--- src/rtl/text_write_arbiter_pkg.sv ---
// Shared constants and types for the text buffer write arbiter.
package text_write_arbiter_pkg;

  localparam int unsigned CHAR_COUNT = 64;
  localparam int unsigned ADDR_WIDTH = 6;
  localparam int unsigned CNT_WIDTH  = ADDR_WIDTH + 1;
  localparam logic [7:0]  FILL_CHAR  = 8'h20;

  typedef enum logic [1:0] {
    ST_IDLE  = 2'd0,
    ST_WRITE = 2'd1,
    ST_CLEAR = 2'd2
  } state_e;

  typedef enum logic {
    RR_A = 1'b0,
    RR_B = 1'b1
  } rr_e;

  typedef struct packed {
    logic [ADDR_WIDTH-1:0] addr;
    logic [7:0]            data;
  } wr_t;

endpackage

--- src/rtl/text_write_arbiter_if.sv ---
// Requester, clear and text-buffer write signals of the arbiter.
interface text_write_arbiter_if;
  import text_write_arbiter_pkg::*;

  logic                  i_a_req;
  logic [ADDR_WIDTH-1:0] i_a_addr;
  logic [7:0]            i_a_char;
  logic                  o_a_ack;
  logic                  i_b_req;
  logic [ADDR_WIDTH-1:0] i_b_addr;
  logic [7:0]            i_b_char;
  logic                  o_b_ack;
  logic                  i_clear;
  logic                  o_clear_done;
  logic                  o_busy;
  logic                  o_we;
  logic [ADDR_WIDTH-1:0] o_waddr;
  logic [7:0]            o_wdata;

  modport master (
    output i_a_req, i_a_addr, i_a_char, i_b_req, i_b_addr, i_b_char, i_clear,
    input  o_a_ack, o_b_ack, o_clear_done, o_busy, o_we, o_waddr, o_wdata
  );

  modport slave (
    input  i_a_req, i_a_addr, i_a_char, i_b_req, i_b_addr, i_b_char, i_clear,
    output o_a_ack, o_b_ack, o_clear_done, o_busy, o_we, o_waddr, o_wdata
  );

endinterface

--- src/rtl/text_write_arbiter_rr_arbiter2.sv ---
// Two-way round-robin grant; the requester not served last wins a tie.
module text_write_arbiter_rr_arbiter2
  import text_write_arbiter_pkg::*;
(
  input  logic i_clk,
  input  logic i_rst,
  input  logic req_a_i,
  input  logic req_b_i,
  input  logic take_i,
  output logic gnt_a_c,
  output logic gnt_b_c
);

  rr_e rr_last_q;

  always_comb begin
    gnt_a_c = 1'b0;
    gnt_b_c = 1'b0;
    if (req_a_i && (!req_b_i || rr_last_q == RR_B)) begin
      gnt_a_c = 1'b1;
    end else if (req_b_i) begin
      gnt_b_c = 1'b1;
    end
  end

  always_ff @(posedge i_clk) begin
    if (i_rst) begin
      rr_last_q <= RR_B;
    end else if (take_i) begin
      rr_last_q <= gnt_b_c ? RR_B : RR_A;
    end
  end

endmodule

--- src/rtl/text_write_arbiter.sv ---
// Shares the text buffer write port between two requesters and a bulk clear.
module text_write_arbiter
  import text_write_arbiter_pkg::*;
(
  input logic                 i_clk,
  input logic                 i_rst,
  text_write_arbiter_if.slave bus
);

  state_e               state_q;
  logic                 clear_pending_q;
  logic [CNT_WIDTH-1:0] clr_cnt_q;
  wr_t                  wr_q;
  logic                 we_q;
  logic                 a_ack_q;
  logic                 b_ack_q;
  logic                 clear_done_q;
  logic                 busy_q;

  logic gnt_a_c;
  logic gnt_b_c;
  logic clear_req_c;
  logic take_c;
  wr_t  req_wr_c;

  // Clear beats any requester whenever the FSM is free to choose.
  assign clear_req_c = clear_pending_q | bus.i_clear;
  assign take_c      = (state_q == ST_IDLE) && !clear_req_c && (bus.i_a_req || bus.i_b_req);
  assign req_wr_c    = gnt_a_c ? {bus.i_a_addr, bus.i_a_char} : {bus.i_b_addr, bus.i_b_char};

  text_write_arbiter_rr_arbiter2 u_rr_arbiter2 (
    .i_clk   (i_clk),
    .i_rst   (i_rst),
    .req_a_i (bus.i_a_req),
    .req_b_i (bus.i_b_req),
    .take_i  (take_c),
    .gnt_a_c (gnt_a_c),
    .gnt_b_c (gnt_b_c)
  );

  always_ff @(posedge i_clk) begin
    if (i_rst) begin
      state_q         <= ST_IDLE;
      clear_pending_q <= 1'b0;
      clr_cnt_q       <= '0;
      wr_q            <= '0;
      we_q            <= 1'b0;
      a_ack_q         <= 1'b0;
      b_ack_q         <= 1'b0;
      clear_done_q    <= 1'b0;
      busy_q          <= 1'b0;
    end else begin
      we_q         <= 1'b0;
      a_ack_q      <= 1'b0;
      b_ack_q      <= 1'b0;
      clear_done_q <= 1'b0;
      unique case (state_q)
        ST_IDLE: begin
          if (clear_req_c) begin
            state_q         <= ST_CLEAR;
            clear_pending_q <= 1'b0;
            clr_cnt_q       <= '0;
            busy_q          <= 1'b1;
          end else begin
            busy_q <= 1'b0;
            if (take_c) begin
              state_q <= ST_WRITE;
              we_q    <= 1'b1;
              a_ack_q <= gnt_a_c;
              b_ack_q <= gnt_b_c;
              wr_q    <= req_wr_c;
            end
          end
        end
        ST_WRITE: begin
          state_q         <= ST_IDLE;
          clear_pending_q <= clear_req_c;
          busy_q          <= clear_req_c;
        end
        ST_CLEAR: begin
          // Counter runs one past the last cell so the done pulse follows the final write.
          if (clr_cnt_q == CNT_WIDTH'(CHAR_COUNT)) begin
            state_q      <= ST_IDLE;
            clear_done_q <= 1'b1;
            busy_q       <= 1'b0;
          end else begin
            we_q      <= 1'b1;
            wr_q      <= '{addr: clr_cnt_q[ADDR_WIDTH-1:0], data: FILL_CHAR};
            clr_cnt_q <= clr_cnt_q + CNT_WIDTH'(1);
            busy_q    <= 1'b1;
          end
        end
        default: begin
          state_q <= ST_IDLE;
          busy_q  <= clear_pending_q;
        end
      endcase
    end
  end

  assign bus.o_we         = we_q;
  assign bus.o_waddr      = wr_q.addr;
  assign bus.o_wdata      = wr_q.data;
  assign bus.o_a_ack      = a_ack_q;
  assign bus.o_b_ack      = b_ack_q;
  assign bus.o_clear_done = clear_done_q;
  assign bus.o_busy       = busy_q;

endmodule

--- src/flat_wrapper.sv ---
// flat-port wrapper written by rule: the top's interface ports become plain ports
module text_write_arbiter_flat import text_write_arbiter_pkg::*;
  (i_clk, i_rst, bus_i_a_req, bus_i_a_addr, bus_i_a_char, bus_i_b_req, bus_i_b_addr, bus_i_b_char, bus_i_clear, bus_o_a_ack, bus_o_b_ack, bus_o_clear_done, bus_o_busy, bus_o_we, bus_o_waddr, bus_o_wdata);
  text_write_arbiter_if bus_i ();
  input logic i_clk;
  input logic i_rst;
  input wire logic [$bits(bus_i.i_a_req)-1:0] bus_i_a_req;
  input wire logic [$bits(bus_i.i_a_addr)-1:0] bus_i_a_addr;
  input wire logic [$bits(bus_i.i_a_char)-1:0] bus_i_a_char;
  input wire logic [$bits(bus_i.i_b_req)-1:0] bus_i_b_req;
  input wire logic [$bits(bus_i.i_b_addr)-1:0] bus_i_b_addr;
  input wire logic [$bits(bus_i.i_b_char)-1:0] bus_i_b_char;
  input wire logic [$bits(bus_i.i_clear)-1:0] bus_i_clear;
  output wire logic [$bits(bus_i.o_a_ack)-1:0] bus_o_a_ack;
  output wire logic [$bits(bus_i.o_b_ack)-1:0] bus_o_b_ack;
  output wire logic [$bits(bus_i.o_clear_done)-1:0] bus_o_clear_done;
  output wire logic [$bits(bus_i.o_busy)-1:0] bus_o_busy;
  output wire logic [$bits(bus_i.o_we)-1:0] bus_o_we;
  output wire logic [$bits(bus_i.o_waddr)-1:0] bus_o_waddr;
  output wire logic [$bits(bus_i.o_wdata)-1:0] bus_o_wdata;
  assign bus_i.i_a_req = bus_i_a_req;
  assign bus_i.i_a_addr = bus_i_a_addr;
  assign bus_i.i_a_char = bus_i_a_char;
  assign bus_i.i_b_req = bus_i_b_req;
  assign bus_i.i_b_addr = bus_i_b_addr;
  assign bus_i.i_b_char = bus_i_b_char;
  assign bus_i.i_clear = bus_i_clear;
  assign bus_o_a_ack = bus_i.o_a_ack;
  assign bus_o_b_ack = bus_i.o_b_ack;
  assign bus_o_clear_done = bus_i.o_clear_done;
  assign bus_o_busy = bus_i.o_busy;
  assign bus_o_we = bus_i.o_we;
  assign bus_o_waddr = bus_i.o_waddr;
  assign bus_o_wdata = bus_i.o_wdata;
  text_write_arbiter u_core (.i_clk(i_clk), .i_rst(i_rst), .bus(bus_i));
endmodule
--- config.mk ---
export PLATFORM = sky130hd
export DESIGN_NAME = text_write_arbiter_flat
export DESIGN_NICKNAME = d
export VERILOG_FILES = /design/src/rtl/text_write_arbiter_pkg.sv /design/src/rtl/text_write_arbiter_if.sv /design/src/rtl/text_write_arbiter_rr_arbiter2.sv /design/src/rtl/text_write_arbiter.sv /design/src/flat_wrapper.sv
export SDC_FILE = /design/constraint.sdc
export NUM_CORES = 1
export LEC_CHECK = 0
export CORE_AREA = 5 5 53 74
export CTS_CLUSTER_DIAMETER = 100
export DETAILED_ROUTE_END_ITERATION = 16
export DIE_AREA = 0 0 58 79
export PLACE_DENSITY_LB_ADDON = 0.05
export SKIP_CTS_REPAIR_TIMING = 1
export SYNTH_ARGS = -nofsm -noshare
export SYNTH_HDL_FRONTEND = slang
export SYNTH_SLANG_ARGS = --single-unit
--- constraint.sdc ---
create_clock -name i_clk -period 3.5 [get_ports i_clk]
set_clock_uncertainty 0.2 [all_clocks]
set_input_delay 0.7 -clock i_clk [delete_from_list [all_inputs] [get_ports i_clk]]
set_output_delay 0.7 -clock i_clk [all_outputs]
set_load 0.02 [all_outputs]
* Word level (Yosys, flattened, before mapping)
Cells that the tools add are included.
W data, S select, Z words.
** Word-level totals
- Register bits after elaboration :: 30
- Bits in latches :: 0
- RAM bits :: 0
- Bits in read-only memories :: 0
- Output and inout bits :: 19
- Memories :: 0
** Operators by class
- Add/sub/neg operators :: 1
- Multiply operators :: 0
- Div/mod/pow operators :: 0
- Order comparisons :: 0
- Equality and inequality tests :: 9
- Shifts and indexed selects :: 0
- Mux-type cells :: 25
- Bitwise operators :: 4
- Reduce and logical (&&, ||, !) cells :: 16
** Operators with widths (count)
- $mux W14 :: 4
- $pmux W14 S2 :: 1
- $mux W7 :: 2
- $pmux W7 S2 :: 1
- $mux W1 :: 10
- $add A7 B1 Y7 const B :: 1
- $eq A7 B7 Y1 const B :: 1
- $mux W2 :: 3
- $ne A2 B1 Y1 const B :: 3
- $ne A2 B2 Y1 const B :: 2
- $pmux W1 S2 :: 2
- $pmux W2 S2 :: 1
- $reduce_and A2 Y1 :: 2
- $reduce_and A4 Y1 :: 1
- $reduce_bool A2 Y1 :: 2
- $reduce_or A4 Y1 :: 1
- $logic_and A1 B1 Y1 :: 3
- $ne A3 B1 Y1 const B :: 1
- $not A1 Y1 :: 3
- $pmux W1 S3 :: 1
- $reduce_and A3 Y1 :: 1
- $eq A2 B1 Y1 const B :: 1
- $eq A2 B2 Y1 const B :: 1
- $logic_not A1 Y1 :: 2
- 4 further kinds :: 5

* Longest topological paths before layout
- Depth in word-level cells :: 8
- Gate-level depth with buffers :: 6
- Mapped depth without buffers :: 6

* Hierarchy
From an unflattened synthesis, not the netlist that was laid out.
** Unflattened totals
- Cell total of the unflattened synthesis :: 145
- Area total of the unflattened synthesis :: 1378.8 µm²
** Modules (own cells, without submodules)
- text_write_arbiter :: times used 1, cells each 139, area each 1325.0 µm², seq. area each 580.6 µm²
- text_write_arbiter_rr_arbiter2 :: times used 1, cells each 6, area each 53.8 µm², seq. area each 20.0 µm²

* Least setup slack after synthesis
Ideal clock, no wire load.
- Kind :: flip-flop to flip-flop
- From :: register u_core.clr_cnt_q[0]
- To :: register u_core.clr_cnt_q[4]
- Setup time :: 0.132 ns
- Arrival time :: 1.694 ns
- Required time :: 3.168 ns
- Slack :: 1.475 ns
- Cell stages (with the launch flop) :: 7
- Path buffers :: 0
- Period minus slack after synthesis :: 2.025 ns
- Cell sequence :: dfxtp_1 inv_1 ha_1 and3_2 a211oi_1 o211a_1 nor3_1
** Between the ends
- Cells in the longest elaborated chain, start to end :: 3
** RTL lines
- start: declaration :: line text_write_arbiter.sv:12 : logic [CNT_WIDTH-1:0] clr_cnt_q;
- start signal: assignment :: line text_write_arbiter.sv:89 : clr_cnt_q <= clr_cnt_q + CNT_WIDTH'(1);
- $add A7 B1 Y7 or $eq A7 B7 Y1 (tied branches) :: line text_write_arbiter.sv:89, text_write_arbiter.sv:82
- $mux W7 or $ne A2 B2 Y1 (tied branches)
- $pmux W7 S2 or $reduce_and A3 Y1 (tied branches)
Several ways; a longest one is shown, not always the timed one. The select of a mux whose other input is x is not followed.
A chain may end at the register's enable or synchronous reset.

* Worst setup path in the final report
- From :: input port bus_i_b_req
- To :: register u_core.u_rr_arbiter2.rr_last_q
** Between the ends
- Cells in the longest elaborated chain, start to end :: 5
** RTL lines
- start: declaration :: line flat_wrapper.sv:10 : input wire logic [$bits(bus_i.i_b_req)-1:0] bus_i_b_req;
- $logic_not A1 Y1 :: line text_write_arbiter_rr_arbiter2.sv:19 : if (req_a_i && (!req_b_i || rr_last_q == RR_B)) begin
- $logic_or A1 B1 Y1 :: line text_write_arbiter_rr_arbiter2.sv:19
- $logic_and A1 B1 Y1 :: line text_write_arbiter_rr_arbiter2.sv:19
- $mux W1 :: line text_write_arbiter_rr_arbiter2.sv:19
- $mux W1 :: line text_write_arbiter_rr_arbiter2.sv:30 : rr_last_q <= gnt_b_c ? RR_B : RR_A;
- end signal: assignment :: line text_write_arbiter_rr_arbiter2.sv:30
- end: declaration :: line text_write_arbiter_rr_arbiter2.sv:14 : rr_e rr_last_q;
Several ways; a longest one is shown, not always the timed one.

==> impl_metrics.json <==
{
  "hold-path-endpoint": "u_core.bus.o_wdata[4]$_SDFFE_PP0P_",
  "viasPerCell": 5.72,
  "r2r_slack_ps": 1130,
  "tns_ps": 0,
  "grt.overflow.total": 0,
  "final_util_pct": 63.7,
  "drc": 0,
  "setup_violations": 0,
  "hold_slack_ps": 267,
  "maxSlewHeadroom_pct": 42.4,
  "synth-seq-cells": 30,
  "synth_edf_count": 0,
  "hold_viol": 0,
  "antenna_found_initial": 0,
  "ys_warn_count": 0,
  "port_buffers": 51,
  "avgSynthCellArea_um2": 9.63,
  "htreeDepth": 2,
  "hp-class": "reg -> reg",
  "layout.nets": 234,
  "groute.usage.overall_pct": 17.6,
  "r2r_end": "u_core.clr_cnt_q[4]$_SDFFE_PP0P_",
  "status": "finished clean",
  "period_needed_ps": 2550,
  "crit_start": "bus_i_b_req",
  "antennaDiodeCount": 0,
  "wl_per_cell_um": 15.8,
  "synth_top_area_share_pct": 41.8,
  "slew_violations": 0,
  "grt_setup_unrepaired": "no",
  "cp_slowest_stage_delay_ps": 470,
  "p_per_area_nw_per_um2": 439,
  "clk_pin_slew_ps": 60,
  "finalWeightedCongestion": 0.768,
  "die_h_um": 79,
  "total_power_uw": 910,
  "path_class": "in -> reg",
  "path_cells": "clkdlybuf4s50_1 > nand2b_1 > nand2_1 > and3_2 > a211o_1",
  "async_flop_share_pct": 0,
  "drtIter0Drc": 31,
  "grt_max_degree": 26,
  "insertion_delay_ps": 280,
  "ant_nets": 0,
  "dr_total_vias": 1372,
  "clock_sinks": 30,
  "power.leakage_uw": 0.000820,
  "synth_cell_types": 38,
  "tritoncts": "built",
  "cp.arrival_ps": 2520,
  "syn2layout_area_growth_pct": 44.5,
  "core_area_um2": 3250,
  "final_layout_size_suffix_gt1_share_pct": 9.50,
  "startpoint_type": "primary input",
  "worst_pin_slew_ps": 859,
  "drt-pass1-iter-count": 5,
  "holdPathStages": 2,
  "synthTopCellsByArea": "dfxtp_1 (42%), a211oi_1 (4.7%), and3_1 (4.4%)",
  "grt_pass1_wl_um": 6260,
  "yosysTopAreaCell": "dfxtp_1",
  "cpLargestDelayFamily": "simple AND/OR/NAND/NOR gates",
  "rr_startpoint": "u_core.clr_cnt_q[0]$_SDFFE_PP0P_",
  "r2r.worst_path.cells": 6,
  "cap_violations": 0,
  "ys_seq_area_share_pct": 41.8,
  "cp_max_fo": 16,
  "start_util_pct": 44.1,
  "grt_pass1_vias": 1394,
  "synth_common_cells": "dfxtp_1 (30), nor2_1 (11), and3_1 (10)",
  "synthCells": 149,
  "period_share_pct": 72.9,
  "drt-total-wl_um": 3780,
  "cpMaxStageDelayCell": "clkdlybuf4s50_1",
  "worst-path-buf-inv": 1,
  "rows": 25,
  "required_ps": 3470,
  "vdd_drop_max_v": 0.000327,
  "die-area_um2": 4580,
  "synthesis.nets": 184,
  "synth_ff_type": "dfxtp_1",
  "fillers": 284,
  "clk_path_buf_depth": 2,
  "netlist_area_um2": 1440,
  "cts-root-buf": "clkbuf_8",
  "yosysMostFrequentCell": "dfxtp_1",
  "min_from": "u_core.bus.o_wdata[4]$_SDFFE_PP0P_",
  "ioPinCount": 52,
  "cts-buffers-inserted": 5,
  "fmax_mhz": 392,
  "hpwl_um": 2900,
  "die_w_um": 58,
  "crit_path_end_kind": "flip-flop"
}
cells by family (layout without fill, tap and decap cells):
logic type,after synthesis,after routing,share of synthesized area (%)
DFF,30,30,41.8
buffers and inverters,13,64,3.84
muxes,6,6,4.18
AOI/OAI and AO/OA,43,43,24.9
adders and majority gates,2,2,1.74
and+or+nand+nor,55,55,23.5
tightest hold or removal path: cells and delay by family, from the launching register on:
kind | cells | cell delay [ps]
AOI/OAI and AO/OA | 1 | 50
DFF | 1 | 310
and+or+nand+nor | 1 | 50
layout by cell type (no fill, tap or decap):
master            n
inv_1             3
nor2_1           11
nor3_1            8
a21oi_1           5
dfxtp_1          30
a31oi_4           1
a211o_1           1
nor4_1            1
o2bb2ai_1         6
o41ai_1           5
and3_2            2
nand2_1           5
a31o_2            1
a211oi_1          9
nand2b_1          3
buf_4             1
nand3_1           4
a41oi_1           2
o21ai_0           2
o21ai_1           1
mux2i_1           6
ha_1              2
and3_1           10
clkbuf_8          8
o21a_2            1
a21boi_0          1
clkdlybuf4s50_1  51
nand4b_1          6
o211a_1           3
inv_2             1
nor4_4            1
nor2b_1           1
or3_1             1
a2bb2oi_1         1
o41ai_2           1
nor2_4            1
a311oi_1          3
nor3_4            1
registers in the layout (all words and copies together), names as in the netlist:
register                        count
u_core.bus.o_busy                   1
u_core.bus.o_a_ack                  1
u_core.bus.o_wdata                  8
u_core.u_rr_arbiter2.rr_last_q      1
u_core.bus.o_clear_done             1
u_core.bus.o_we                     1
u_core.clear_pending_q              1
u_core.state_q                      2
u_core.bus.o_waddr                  6
u_core.clr_cnt_q                    7
u_core.bus.o_b_ack                  1
where the power goes:
part / total, uW / leakage, uW / internal (uW) / switching [uW]
combinational: 201 / 0.000518 / 100 / 101
clock: 329 / 0.0000575 / 198 / 131
sequential: 380 / 0.000245 / 365 / 15.2
layout make-up:
| cell class | count | area [um^2] | area share, % |
|---|---|---|---|
| clock buffers | 8 | 110 | 5.31 |
| inverters | 4 | 15.0 | 0.724 |
| multi-input cells | 106 | 779 | 37.6 |
| flip-flops and latches | 30 | 601 | 29.0 |
| well taps | 40 | 50.0 | 2.41 |
| repair buffers | 52 | 518 | 25.0 |
metrics by stage:
| step | area (um^2) | setup slack (ps) | std cells |
|---|---|---|---|
| global placement | 1960 | 725 | 232 |
| global route | 2070 | 760 | 240 |
| CTS | 2070 | 930 | 240 |
| finish | 2070 | 949 | 240 |
| detailed placement | 1960 | 660 | 232 |
| floorplan | 1440 | 1470 | 149 |
worst max-delay path by stage:
| stage | end | slack, ps | depth (start not counted) |
|---|---|---|---|
| floorplan | u_core.clr_cnt_q[4]$_SDFFE_PP0P_ | 1470 | 6 |
| global placement | u_core.u_rr_arbiter2.rr_last_q$_SDFFE_PP1P_ | 720 | 5 |
| detailed placement | u_core.u_rr_arbiter2.rr_last_q$_SDFFE_PP1P_ | 660 | 5 |
| CTS | u_core.u_rr_arbiter2.rr_last_q$_SDFFE_PP1P_ | 930 | 5 |
| global route | u_core.bus.o_waddr[3]$_SDFFE_PP0P_ | 760 | 5 |
| finish | u_core.u_rr_arbiter2.rr_last_q$_SDFFE_PP1P_ | 950 | 5 |
routing by layer:
metal / part of all wire (%) / wire (um) / GRT usage, % / vias up
met2: 49 / 1840 / 29.5 / 65
met4: 2.1 / 79 / 8.12 / 0
li1: - / - / - / 674
met1: 39 / 1490 / 18.4 / 623
met5: 0 / 0 / 0 / -
met3: 9.7 / 368 / 7.80 / 10
(Power assumes the default switching activity.)
